### src/rtl/pipe_hazard_ctrl.sv
// -----------------------------------------------------------------------------
// pipe_hazard_ctrl
//
// Purpose:
//   Hazard and sequencing control for a 5-stage pipeline. It controls the PC
//   write enable and the IF/ID and ID/EX pipeline registers. It handles three
//   cases:
//     - a load-use hazard between the instruction in EX and the one in ID,
//       which causes a one-cycle stall,
//     - a taken branch resolved in EX, which flushes IF/ID and ID/EX,
//     - a fixed-latency multiply that occupies EX, which holds the front of
//       the pipe for MUL_LAT-1 cycles.
//
// Parameters:
//   MUL_LAT  EX-stage multiply latency in cycles, 1..15 (1 = no stall)
//   CNT_W    width of the optional performance counters
//
// Ports:
//   clk          in   clock, all state on posedge
//   res          in   asynchronous active-low reset
//   id_rs/id_rt  in   source registers of the instruction in ID
//   id_uses_rs   in   ID instruction reads id_rs
//   id_uses_rt   in   ID instruction reads id_rt
//   id_is_mul    in   ID instruction is a multi-cycle multiply
//   ex_rd        in   destination register of the instruction in EX
//   ex_memread   in   EX instruction is a load
//   ex_regwrite  in   EX instruction writes ex_rd
//   br_taken     in   branch/jump in EX resolved taken this cycle
//   pc_we        out  PC updates this edge
//   ifid_flag    out  IF/ID holds its contents (0 = load)
//   ifid_flush   out  IF/ID loads a NOP this edge
//   idex_bubble  out  ID/EX loads a NOP this edge
//   ex_hold      out  ID/EX and EX/MEM hold (multiply in progress)
//   busy         out  multiply sequencer is in MUL_BUSY
//
// Optional feature (macro HAZARD_PERF_EN):
//   When the macro is defined, the module has two extra outputs.
//   stall_cnt counts cycles with pc_we=0 while out of reset. flush_cnt counts
//   taken-branch flushes. Both counters saturate at all-ones, and res clears
//   both asynchronously. When the macro is undefined, these ports do not exist.
// -----------------------------------------------------------------------------
module pipe_hazard_ctrl #(
  parameter int MUL_LAT = 4,
  parameter int CNT_W   = 32
) (
  input  logic             clk,
  input  logic             res,
  input  logic [4:0]       id_rs,
  input  logic [4:0]       id_rt,
  input  logic             id_uses_rs,
  input  logic             id_uses_rt,
  input  logic             id_is_mul,
  input  logic [4:0]       ex_rd,
  input  logic             ex_memread,
  input  logic             ex_regwrite,
  input  logic             br_taken,
  output logic             pc_we,
  output logic             ifid_flag,
  output logic             ifid_flush,
  output logic             idex_bubble,
  output logic             ex_hold,
`ifdef HAZARD_PERF_EN
  output logic [CNT_W-1:0] stall_cnt,
  output logic [CNT_W-1:0] flush_cnt,
`endif
  output logic             busy
);

  typedef enum logic {
    RUN      = 1'b0,
    MUL_BUSY = 1'b1
  } state_t;

  // The counter is loaded with MUL_LAT-1. The sequencer leaves MUL_BUSY on
  // the cycle where cnt_q is 1, so the stall lasts exactly MUL_LAT-1 cycles.
  localparam logic [3:0] MUL_INIT = 4'(MUL_LAT - 1);

  state_t     st_q, st_d;
  logic [3:0] cnt_q, cnt_d;
  logic       lu_hz;
  logic       br_flush;

  // A load hazard is raised only when ex_rd is a real register. A load whose
  // destination is register 0 never produces a value that ID can use.
  assign lu_hz = ex_memread & ex_regwrite & (ex_rd != 5'd0) &
                 ((id_uses_rs & (id_rs == ex_rd)) |
                  (id_uses_rt & (id_rt == ex_rd)));

  // A branch can resolve only while EX is advancing normally.
  assign br_flush = res & (st_q == RUN) & br_taken;

  always_ff @(posedge clk or negedge res) begin
    if (!res) begin
      st_q  <= RUN;
      cnt_q <= 4'd0;
    end else begin
      st_q  <= st_d;
      cnt_q <= cnt_d;
    end
  end

  always_comb begin
    st_d        = st_q;
    cnt_d       = cnt_q;
    pc_we       = 1'b1;
    ifid_flag   = 1'b0;
    ifid_flush  = 1'b0;
    idex_bubble = 1'b0;
    ex_hold     = 1'b0;

    case (st_q)
      RUN: begin
        if (br_taken) begin
          // Squash both younger instructions. A multiply sitting in ID is
          // among them, so the sequencer stays in RUN.
          ifid_flush  = 1'b1;
          idex_bubble = 1'b1;
        end else if (lu_hz) begin
          // Hold PC and IF/ID for one cycle and send a bubble into EX. The
          // hazard clears on its own once the load moves on to MEM.
          pc_we       = 1'b0;
          ifid_flag   = 1'b1;
          idex_bubble = 1'b1;
        end else if (id_is_mul) begin
          // The multiply enters EX this edge. From the next cycle on, the
          // front of the pipe waits while the multiplier works.
          if (MUL_LAT > 1) begin
            st_d  = MUL_BUSY;
            cnt_d = MUL_INIT;
          end
        end
      end

      MUL_BUSY: begin
        pc_we     = 1'b0;
        ifid_flag = 1'b1;
        ex_hold   = 1'b1;
        if (cnt_q <= 4'd1) begin
          st_d  = RUN;
          cnt_d = 4'd0;
        end else begin
          cnt_d = cnt_q - 4'd1;
        end
      end

      default: begin
        st_d  = RUN;
        cnt_d = 4'd0;
      end
    endcase

    // While reset is asserted, the pipe is held empty and the PC is frozen.
    if (!res) begin
      pc_we       = 1'b0;
      ifid_flag   = 1'b0;
      ifid_flush  = 1'b1;
      idex_bubble = 1'b1;
      ex_hold     = 1'b0;
    end
  end

  assign busy = (st_q == MUL_BUSY);

`ifdef HAZARD_PERF_EN
  logic [CNT_W-1:0] stall_cnt_q;
  logic [CNT_W-1:0] flush_cnt_q;

  // pc_we is already forced low during reset. That does not matter here,
  // because the asynchronous clear takes priority over any increment.
  always_ff @(posedge clk or negedge res) begin
    if (!res) begin
      stall_cnt_q <= '0;
      flush_cnt_q <= '0;
    end else begin
      if (!pc_we && (stall_cnt_q != '1)) begin
        stall_cnt_q <= stall_cnt_q + 1'b1;
      end
      if (br_flush && (flush_cnt_q != '1)) begin
        flush_cnt_q <= flush_cnt_q + 1'b1;
      end
    end
  end

  assign stall_cnt = stall_cnt_q;
  assign flush_cnt = flush_cnt_q;
`else
  // Without the counters, br_flush has no consumer.
  logic unused_br_flush;
  assign unused_br_flush = br_flush;
`endif

endmodule

### config.mk
export PLATFORM = sky130hd
export DESIGN_NAME = pipe_hazard_ctrl
export DESIGN_NICKNAME = d
export VERILOG_FILES = /design/src/rtl/pipe_hazard_ctrl.sv
export SDC_FILE = /design/constraint.sdc
export NUM_CORES = 1
export LEC_CHECK = 0
export ABC_CLOCK_PERIOD_IN_PS = 1700
export BUFFER_PORTS_ARGS = -buffer_cell sky130_fd_sc_hd__buf_2
export CAP_MARGIN = 20
export CORE_MARGIN = 2
export CORE_UTILIZATION = 40
export CTS_BUF_LIST = sky130_fd_sc_hd__clkbuf_2 sky130_fd_sc_hd__clkbuf_4 sky130_fd_sc_hd__clkbuf_8
export DETAILED_ROUTE_END_ITERATION = 6
export GPL_ROUTABILITY_DRIVEN = 0
export PLACE_DENSITY = 0.8
export SLEW_MARGIN = 20
export SYNTH_ARGS = -nofsm -noshare
export SYNTH_HDL_FRONTEND = slang
export SYNTH_SLANG_ARGS = --single-unit
### constraint.sdc
create_clock -name clk -period 1.7 [get_ports clk]
set_clock_uncertainty 0.1 [all_clocks]
set_input_delay 0.255 -clock clk [delete_from_list [all_inputs] [get_ports clk]]
set_output_delay 0.255 -clock clk [all_outputs]
set_load 0.01 [all_outputs]
; ---- Word-level counts from Yosys, hierarchy flattened
; Index checks and enable logic that the tools add are counted.
[word_totals]
wordCells = 44
reg_bits = 5
in_bits = 23
out_inout_bits = 6
[classes]
reduce_logical = 2
bitwise = 7
addsub = 1
n_mux = 26
n_lt_le_gt_ge = 1
n_eq_ne = 5
[ops]
columns = op, count
row1 = 2-to-1 mux 1 bit, 18
row2 = 2-to-1 mux 4 bit, 4
row3 = equality test 5 bit, 2
row4 = one-hot mux 4 bit (2 select lines), 1
row5 = inequality test 2 bit (second input constant), 3
row6 = one-hot mux 1 bit (2 select lines), 3
row7 = AND 1 bit, 5
row8 = nonzero test 5 bit, 1
row9 = less-or-equal comparator 4 x 1 -> 1 bit (second input constant), 1
row10 = subtractor 4 x 1 -> 4 bit (second input constant), 1
row11 = AND reduction 3 bit, 1
row12 = NOT 1 bit, 1
row13 = OR 1 bit, 1

; ---- Depth between registers and ports, before layout
[logic_depth]
depth_word = 8
depth_mapped = 6

; ---- Worst setup path after synthesis
; OpenSTA, ideal clock, no wires.
[synth_timing]
kind = input to output
startpoint = input port ex_rd[1]
endpoint = output port idex_bubble
cell_stages = 4
setup_slack_ns = 0.029
arrival_time_ns = 1.316
path_buffers = 0
cell_sequence = xnor2_1 -> nand4_1 -> o22a_1 -> o311ai_0
[synth_between]
elab_chain_cells = 8
elab_cells_between_ends = 12
classes_between = eq/ne (2) / mux (4) / bitwise (5) / reduce/logical (1)
[synth_rtl]
columns = element, line
row1 = "start, declared", 53  ; input logic [4:0] ex_rd,
row2 = equality test 5 bit (on tied branches), "86, 87"
row3 = AND 1 bit (on tied branches), "86, 87"
row4 = OR 1 bit, 86  ; ((id_uses_rs & (id_rs == ex_rd)) |
row5 = AND 1 bit *, 85  ; assign lu_hz = ex_memread & ex_regwrite & (ex_rd != 5'd0) &
row6 = 2-to-1 mux 1 bit *, 118  ; end else if (lu_hz) begin
row7 = 2-to-1 mux 1 bit *, 113  ; if (br_taken) begin
row8 = 2-to-1 mux 1 bit *, 111  ; case (st_q)
row9 = 2-to-1 mux 1 bit *, 153  ; if (!res) begin
row10 = "end, declared", 60  ; output logic idex_bubble,
; Mark *: on every way between the ends. The rest lies on a longest branch, timed or not.

; ---- Final worst setup path
[layout_timing]
startpoint = input port ex_rd[2]
endpoint = output port ifid_flag
[layout_between]
elab_chain_cells = 8
elab_cells_between_ends = 12
classes_between = eq/ne (2) / mux (4) / bitwise (5) / reduce/logical (1)
[layout_rtl]
columns = element, line
row1 = equality test 5 bit (on tied branches), "86, 87"
row2 = AND 1 bit (on tied branches), "86, 87"
row3 = OR 1 bit, 86
row4 = AND 1 bit *, 85
row5 = 2-to-1 mux 1 bit *, 118
row6 = 2-to-1 mux 1 bit *, 113
row7 = one-hot mux 1 bit (2 select lines) *, 111
row8 = 2-to-1 mux 1 bit *, 153
row9 = "end, declared", 58  ; output logic ifid_flag,
; Marks and branches as above.

==> results.cfg <==
[placed_design]
dp_hpwl_mm = 1.076
dp.cells = 112
postPlaceCellArea_um2 = 745.7
port_buffers = 28
preCtsSetupSlack_ps = -175.5

[power]
powerDensity_nw_per_um2 = 1253
finalPower_w = 0.001082
ir_worst_vdd_v = 0.0006353
power_leakage_nw = 0.4118

[synthesis]
synth_nets = 86
async_flop_share_pct = 100.0
yosysMostFrequentCell = xnor2_1
netlist_top_cells_count = 10 x xnor2_1, 5 x dfrtp_1, 5 x inv_1, 5 x nand2_1, 5 x nor2_1
synth_top_area_share_pct = 23.92
synth_cells = 61
yosysWarnings = 0
synth_edf_count = 0
yosys_most_used_dff = dfrtp_1
synth_cell_type_count = 31
syn_area_um2 = 523.0
synth_area_leaders = dfrtp_1 24%, xnor2_1 17%, ha_1 4.8%
yosysSeqAreaShare_pct = 23.92
yosys.area.top_type = dfrtp_1
yosys_register_bits = 5
postSynthAreaPerCell_um2 = 8.574

[grt]
grt_pass1_wl_mm = 2.180
grt.met3_usage_pct = 3.889
grt_max_degree = 14
met1_usage_pct = 19.93
grt_use_met2_pct = 42.34
gr-usage-all-layers_pct = 21.53
busiest_layer = met2
grt_pass1_vias = 551
antenna_found_initial = 0
grt_overflow = 0

[routing]
dr.first_iter.drc_count = 19
via_count = 624
drtAntennaViolNets = 0
routedWlPerCell_um = 13.08
drc_errors = 0
routed_wl_mm = 1.557
viasPerCell = 5.244
firstDrtPassIters = 4

[worst_setup_path]
crit_path_max_fanout = 4
critPathMaxStageDelay_ps = 540
path_class = in -> out
slowest_stage = or4_4
r2r_setup_slack_ps = 30
crit_family = simple AND/OR/NAND/NOR gates
worstPathArrival_ps = 1460
crit_required_ps = 1340
cp-start-kind = primary input
end_kind = output pin
cp_num_buf_inv = 2
worstPathCellList = buf_8 -> or4_4 -> o211ai_4 -> nor2_2 -> a31o_1 -> buf_2

[final_layout]
final_cell_area_um2 = 863.3
layout-drive-gt1-share_pct = 52.88
diodes = 0
num-fill-cells = 99
syn_to_final_growth_pct = 65.07
fin_util_pct = 68.93
multi_input_area_um2 = 415.4
fin_cells = 119
regArea_um2 = 125.1
finalNetCount = 130

[clocking]
numClockSinks = 5
clk_path_buf_depth = 2
numCtsBuffers = 3
clk_latency_ps = 240
cts-root-buf = clkbuf_4
clk_pin_slew_ps = 40
cts_tree = yes
htreeDepth = 1

[floorplan]
io_pins = 29
initial_utilization_pct = 41.76
dieHeight_um = 40.16
rows = 13
fp.coreArea_um2 = 1252
dieArea_um2 = 1613
die_width_um = 40.16

[run]
drv_cap = 0

[timing]
layout_min_cycle_time_ps = 1816
slew_headroom_pct = 74.38
period_share_pct = 106.8
fin_ws_ps = -116.1
max_freq_ghz = 0.5506
finalHoldViolCount = 0
finalSetupViolations = 3
tightest_slew_ps = 384.3
rsz0062_at_grt = yes
drv_slew = 0

[run_status]
status = finished, violations left
violations = setup timing

[min_path]
hold_class = in -> reg
[path summary, 6_finish.rpt]
| path | start | end | depth (start not counted) |
|---|---|---|---|
| max in group asynchronous | res | cnt_q[0] | 2 |
| min in group asynchronous | res | cnt_q[3] | 2 |
| worst max register to register | cnt_q[1] | cnt_q[0] | 6 |
| worst max-delay path | ex_rd[2] | ifid_flag | 6 |
| worst min register to register | cnt_q[3] | cnt_q[3] | 2 |
| worst min-delay path | ex_memread | cnt_q[3] | 4 |
[placed cells by master (no fill, tap or decap), types with 2 or more instances in the layout]
cell      Yosys  routed
o22ai_1       2       2
nor2_1        5       5
xnor2_2       0       3
buf_2         0      25
clkbuf_4      0       4
nand2_1       5       5
xnor2_1      10       7
inv_1         5       3
buf_4         0      11
a21oi_1       3       3
inv_2         0       2
dfrtp_1       5       5
buf_6         0       2
nand4_1       2       2
[sequential cells by signal, summed over array words and instances, names as in the netlist]
name and flops:
busy 1, cnt_q 4
[what timing repair did]
item | in CTS | in global routing
gates resized for setup | 9 | 6
pin swaps | 9 | 6
hold buffers | 1 | 0
setup endpoints to repair | 4 | 5
setup buffers | 0 | 2
hold endpoints to repair | 5 | 0
[metrics by stage]
stage                     TNS (ps)  hold WS (ps)
after floorplan                  0        -140.6
after detailed placement    -372.8         5.894
after global placement      -334.5         1.089
after global routing        -410.5         370.5
final                       -226.9         359.8
after CTS                   -301.1         345.8
[cell type report]
class                           count  share of cell area (%)
Timing Repair Buffer               40                   29.57
Inverter                            5                   2.174
Clock buffer                        4                   3.478
Multi-Input combinational cell     50                   48.12
Tap cell                           15                   2.174
Sequential cell                     5                   14.49
[worst register-to-register path, cell delays in order (launching register included)]
cell,delay [ps]
dfrtp_1,380
inv_2,100
ha_1,140
nor2_1,60
o31a_1,300
a221o_1,320
a21o_1,160
[cell families after synthesis]
group | share of synthesized area, %
compound gates | 31.82
simple gates | 18.42
xor+xnor | 16.75
buf+inv | 4.306
flops | 23.92
fa+ha+maj | 4.784
[per-layer routing]
metal	up-vias	share of wire, %	wire (um)
met1	275	35	551
li1	317	-	-
met3	2	6.9	108
met5	-	0	0
met4	0	0.39	6
met2	30	57	890
[report_power, final]
| part | internal (W) | total (W) | switching [W] |
|---|---|---|---|
| clock network | 0.000104 | 0.000149 | 0.0000442 |
| registers | 0.000175 | 0.000257 | 0.0000814 |
| logic | 0.000357 | 0.000677 | 0.000320 |
| total | 0.000637 | 0.00108 | 0.000445 |
Note: power is estimated with default switching activity, not from simulation.
